--- config.mk ---
export PLATFORM = sky130hd
export DESIGN_NAME = wave_xfade_mux
export DESIGN_NICKNAME = d
export VERILOG_FILES = /design/src/rtl/wave_xfade_mux.sv
export SDC_FILE = /design/constraint.sdc
export NUM_CORES = 1
export LEC_CHECK = 0
export ABC_AREA = 1
export CORE_MARGIN = 10
export CORE_UTILIZATION = 59
export CTS_CLUSTER_DIAMETER = 60
export CTS_CLUSTER_SIZE = 8
export DETAILED_ROUTE_END_ITERATION = 8
export GPL_TIMING_DRIVEN = 0
export PLACE_DENSITY = 0.95
export SLEW_MARGIN = 20
export SYNTH_ARGS = -nofsm -noshare
export SYNTH_HDL_FRONTEND = slang
export SYNTH_SLANG_ARGS = --single-unit
--- constraint.sdc ---
create_clock -name clk -period 9 [get_ports clk]
set_input_delay 2.25 -clock clk [delete_from_list [all_inputs] [get_ports clk]]
set_output_delay 2.25 -clock clk [all_outputs]
set_load 0.02 [all_outputs]
--- src/rtl/wave_xfade_mux.sv ---
// -----------------------------------------------------------------------------
// wave_xfade_mux
// N-channel waveform selector with a click-free linear crossfade. Sits between
// the DDS generators and the DAC/PWM stage. All state advances only on
// sample_en strobes. A change of sel blends from the old channel to the new
// one over L = 2^XF_BITS samples. XF_BITS = 0 gives an immediate, registered
// switch.
//
// Parameters
//   M        sample width (unsigned samples)
//   N        number of input channels (N >= 2)
//   XF_BITS  crossfade length exponent
//   SW       select width, derived from N (leave at default)
//
// Ports
//   clk        system clock
//   rst        synchronous, active-high reset
//   sample_en  one-cycle strobe marking a new sample period
//   in_bus     packed channel samples, channel c = in_bus[c*M +: M]
//   sel        requested channel, sampled on strobes while not fading
//   out        registered mixed sample
//   out_valid  one-cycle pulse the cycle after each strobe
//   busy       high while a crossfade is in progress
// -----------------------------------------------------------------------------
module wave_xfade_mux #(
  parameter int M       = 12,
  parameter int N       = 4,
  parameter int XF_BITS = 2,
  parameter int SW      = $clog2(N)
) (
  input  logic           clk,
  input  logic           rst,
  input  logic           sample_en,
  input  logic [N*M-1:0] in_bus,
  input  logic [SW-1:0]  sel,
  output logic [M-1:0]   out,
  output logic           out_valid,
  output logic           busy
);

  logic [SW-1:0] cur_sel;
  logic          sel_ok;
  logic [M-1:0]  cur_sample;

  // sel can only be out of range when N is not a power of two.
  assign sel_ok     = (int'(sel) < N);
  assign cur_sample = in_bus[int'(cur_sel)*M +: M];

  if (XF_BITS == 0) begin : g_direct

    logic [M-1:0] sel_sample;

    // Only consumed when sel_ok, so an out-of-range sel never reaches out.
    assign sel_sample = in_bus[int'(sel)*M +: M];

    // NOTE: sequential state uses non-blocking assignments only, so every
    // register samples the pre-edge values and simulation matches hardware.
    always_ff @(posedge clk) begin
      if (rst) begin
        out       <= '0;
        out_valid <= 1'b0;
        busy      <= 1'b0;
        cur_sel   <= '0;
      end else begin
        out_valid <= sample_en;
        busy      <= 1'b0;
        if (sample_en) begin
          if (sel_ok) begin
            out     <= sel_sample;
            cur_sel <= sel;
          end else begin
            out <= cur_sample;
          end
        end
      end
    end

  end else begin : g_fade

    // a*(L-k) + b*k peaks below 2^(M+XF_BITS); one spare bit keeps the
    // subtraction L-k and the sum comfortably inside the datapath.
    localparam int                LW     = M + XF_BITS + 1;
    localparam logic [LW-1:0]     L_FULL = LW'(2 ** XF_BITS);
    localparam logic [XF_BITS-1:0] K_LAST = '1;

    typedef enum logic {IDLE, FADE} state_t;

    state_t             state;
    logic [SW-1:0]      nxt_sel;
    logic [XF_BITS-1:0] k;
    logic [M-1:0]       nxt_sample;
    logic [LW-1:0]      mix_sum;
    logic [M-1:0]       mix_out;

    assign nxt_sample = in_bus[int'(nxt_sel)*M +: M];

    // NOTE: every output of this block is assigned on every pass, so no
    // latch can be inferred.
    always_comb begin
      mix_sum = LW'(cur_sample) * (L_FULL - LW'(k)) + LW'(nxt_sample) * LW'(k);
      // Shift truncates toward zero; no rounding on purpose.
      mix_out = M'(mix_sum >> XF_BITS);
    end

    always_ff @(posedge clk) begin
      if (rst) begin
        out       <= '0;
        out_valid <= 1'b0;
        busy      <= 1'b0;
        cur_sel   <= '0;
        nxt_sel   <= '0;
        k         <= '0;
        state     <= IDLE;
      end else begin
        out_valid <= sample_en;
        if (sample_en) begin
          case (state)
            IDLE: begin
              out <= cur_sample;
              if (sel_ok && (sel != cur_sel)) begin
                nxt_sel <= sel;
                k       <= XF_BITS'(1);
                state   <= FADE;
                busy    <= 1'b1;
              end
            end
            FADE: begin
              // sel is deliberately ignored here: no retargeting mid-fade.
              out <= mix_out;
              if (k == K_LAST) begin
                cur_sel <= nxt_sel;
                k       <= '0;
                state   <= IDLE;
                busy    <= 1'b0;
              end else begin
                k <= k + XF_BITS'(1);
              end
            end
            default: state <= IDLE;
          endcase
        end
      end
    end

  end

endmodule

==> results.sh <==
export IMPL_status="finished clean"
export IMPL_total_power_mw=0.5146
export IMPL_p_leak_nw=2.181
export IMPL_rr_worst_depth=18
export IMPL_die_x_um=98.17
export IMPL_cp_start_kind="input pin"
export IMPL_core_area_um2=5921
export IMPL_fmax_ghz=0.1650
export IMPL_rrSetupSlack_ns=4.03
export IMPL_postLayoutSetupSlackWorst_ns=2.939
export IMPL_antenna_found_initial=0
export IMPL_dieArea_um2=9636
export IMPL_maxCapViolCount=0
export IMPL_cpMostUsedCell="nand2_1"
export IMPL_ys_seq_area_frac=0.1166
export IMPL_final_area_um2=4405
export IMPL_min_to="busy"
export IMPL_placed_area_um2=4359
export IMPL_rows=28
export IMPL_setup_tns_ns=0
export IMPL_start_util=0.6088
export IMPL_track_usage=0.2376
export IMPL_ir_drop_mv=0.1122
export IMPL_htree_levels=1
export IMPL_utilization=0.7441
export IMPL_mostFrequentLayoutCell="nand2_1"
export IMPL_cts_resized=0
export IMPL_path_buf_inv=3
export IMPL_clock_power_share=0.131
export IMPL_cts_clk_slew_worst_paths_ns=0.09
export IMPL_reg2reg_to="out[6]"
export IMPL_postCtsSetupRepairBufs=0
export IMPL_cts_tree="built"
export IMPL_sw_frac_of_total=0.4807
export IMPL_setup_viol=0
export IMPL_comb_power_share=0.664
export IMPL_critPathMaxFanout=5
export IMPL_cp_slowest_cell="fa_1"
export IMPL_place_inst=703
export IMPL_crit_path_end_kind="flop"
export IMPL_cp_required_ns=9.20
export IMPL_drive_above_1_share=0.05222
export IMPL_via_per_inst=5.843
export IMPL_max_slew_margin=0.5389
export IMPL_whs_path_depth=2
export IMPL_crit_chain="clkdlybuf4s50_1, o21ai_0, o22a_1, nor2_1, fa_1, fa_1, inv_1, fa_1, inv_1, ha_1, a21oi_1, nand2_1, nand2_1, nand2_1, nor2_1, nand2_1, nand2_1, nand2_1, a21oi_1"
export IMPL_worst_slew_pin_transition_ns=0.6916
export IMPL_netlist_area_um2=3605
export IMPL_drc=0
export IMPL_area_delta_synth_final_pct=22.21
export IMPL_most_common_layout_cells="nand2_1 (129), nor2_1 (90), inv_1 (89)"
export IMPL_synth_ff_latch_count=21
export IMPL_worstPathArrival_ns=6.26
export IMPL_r2r_start="g_fade.k[0]"
export IMPL_synthCells=562
export IMPL_clkSinkCount=21
export IMPL_gr_total_overflow=0
export IMPL_grt_max_degree=13
export IMPL_ys_types=34
export IMPL_synth_warnings=0
export IMPL_crit_type="in2reg"
export IMPL_fp_dieH_um=98.17
export IMPL_hold_violations=0
export IMPL_hpwl_um=9331
export IMPL_antennaDiodeCount=0
export IMPL_clockBufferDepth=2
export IMPL_powerDensity_nw_per_um2=116.8
export IMPL_fin_crit_ns=6.061
export IMPL_hold_class="reg2reg"
export IMPL_rsz0062_at_grt="false"
export IMPL_portBuffers=66
export IMPL_synth_net_count=675
export IMPL_grt_pass1_wl_um=19460
export IMPL_layout_nets=746
export IMPL_final_setup_skew_ns=0.007196
export IMPL_min_from="busy"
export IMPL_routed_wl_um=11630
export IMPL_cp_top_family="adder cells"
export IMPL_finalCritPeriodShare=0.6735
export IMPL_avgSynthCellArea_um2=6.414
export IMPL_maxSlewViolCount=0
export IMPL_insertion_delay_ns=0.27
export IMPL_hold_buffers=0
export IMPL_max_stage_delay_ns=0.54
export IMPL_ios=67
export IMPL_power_frac_seq=0.205
export IMPL_fin_cells=707
export IMPL_intPower_mw=0.2672
export IMPL_hold_ws_ns=0.4842
export IMPL_first_iter_violations=464
export IMPL_drt_pass1_iter_count=5
export IMPL_grt_pass1_vias=4169
export IMPL_cts_root_buf="clkbuf_8"
export IMPL_wl_per_cell_um=16.44
export IMPL_ant_nets=0
export IMPL_num_vias=4131
export IMPL_numCtsBuffers=3
export IMPL_power_switching_mw=0.2474
export IMPL_preCtsSetupSlack_ns=2.760
export IMPL_globalplace_congestion=0.9705
-- tightest hold or removal path: stages, from the launching register on --
cell and delay (ns):
dfxtp_1 0.33, nand2_1 0.06, a21oi_1 0.06
-- state kept, by name, indices dropped and copies added, names as in the netlist --
| register | count |
|---|---|
| g_fade.nxt_sel | 2 |
| cur_sel | 2 |
| g_fade.state | 1 |
| busy | 1 |
| out_valid | 1 |
| g_fade.k | 2 |
| out | 12 |
-- worst max path at each step --
stage | slack (ns) | start | end | cells after the start
after floorplan | 3.51 | in_bus[12] | out[6] | 16
after global placement | 2.81 | in_bus[42] | out[6] | 17
after detailed placement | 2.76 | in_bus[28] | out[6] | 17
after CTS | 2.99 | in_bus[18] | out[6] | 17
after global routing | 2.67 | in_bus[18] | out[11] | 19
final | 2.94 | in_bus[18] | out[11] | 19
-- power groups by stage --
stage                     clock [mW]  sequential (mW)  combinational (mW)
after CTS                     0.0679            0.105               0.336
after global routing          0.0725            0.106               0.389
after global placement             0            0.107               0.320
after detailed placement           0            0.108               0.331
final                         0.0673            0.105               0.342
after floorplan                    0            0.115               0.225
-- cell usage after synthesis (all sizes together) --
library cell / count / share of area
o22a: 7 / 0.017
fa: 33 / 0.18
nand4: 3 / 0.0052
a31oi: 3 / 0.0052
nand2: 130 / 0.14
o21ai: 33 / 0.046
a21oi: 39 / 0.060
or2: 1 / 0.0017
buf: 15 / 0.031
a211oi: 3 / 0.0062
o21bai: 2 / 0.0042
dfxtp: 21 / 0.12
a32o: 10 / 0.028
clkinv: 1 / 0.0014
ha: 27 / 0.094
clkbuf: 11 / 0.012
inv: 93 / 0.098
nor2: 91 / 0.095
a21o: 1 / 0.0021
nand3b: 1 / 0.0021
xnor2: 2 / 0.0049
nor3: 1 / 0.0014
xor2: 1 / 0.0024
nand3: 33 / 0.046
-- kinds of logic (layout without fill, tap and decap cells) --
| logic type | Yosys count | in the layout | synth area share |
|---|---|---|---|
| and+or+nand+nor | 260 | 260 | 0.2877 |
| buffers and inverters | 120 | 190 | 0.1427 |
| AOI/OAI and AO/OA | 98 | 98 | 0.1687 |
| adders and majority gates | 60 | 60 | 0.2770 |
| DFF | 21 | 21 | 0.1166 |
| xor gates and xnor gates | 3 | 3 | 0.007290 |
-- layer usage --
layer / GRT usage / up-vias / part of all wire
met1: 0.2846 / 1894 / 0.40
met4: 0.09151 / 0 / 0.029
met3: 0.05497 / 50 / 0.11
met2: 0.4025 / 265 / 0.47
met5: 0 / - / 0
li1: - / 1922 / -
-- layout make-up --
| type | count | area (µm²) |
|---|---|---|
| Fill cell | 451 | 1515 |
| Timing Repair Buffer | 66 | 660.6 |
| Inverter | 94 | 359.1 |
| Sequential cell | 21 | 420.4 |
| Multi-Input combinational cell | 421 | 2670 |
| Buffer | 26 | 155.1 |
| Clock inverter | 1 | 5.005 |
| Clock buffer | 3 | 41.29 |
| Tap cell | 75 | 93.84 |
Note: power is estimated with default switching activity, not from simulation.
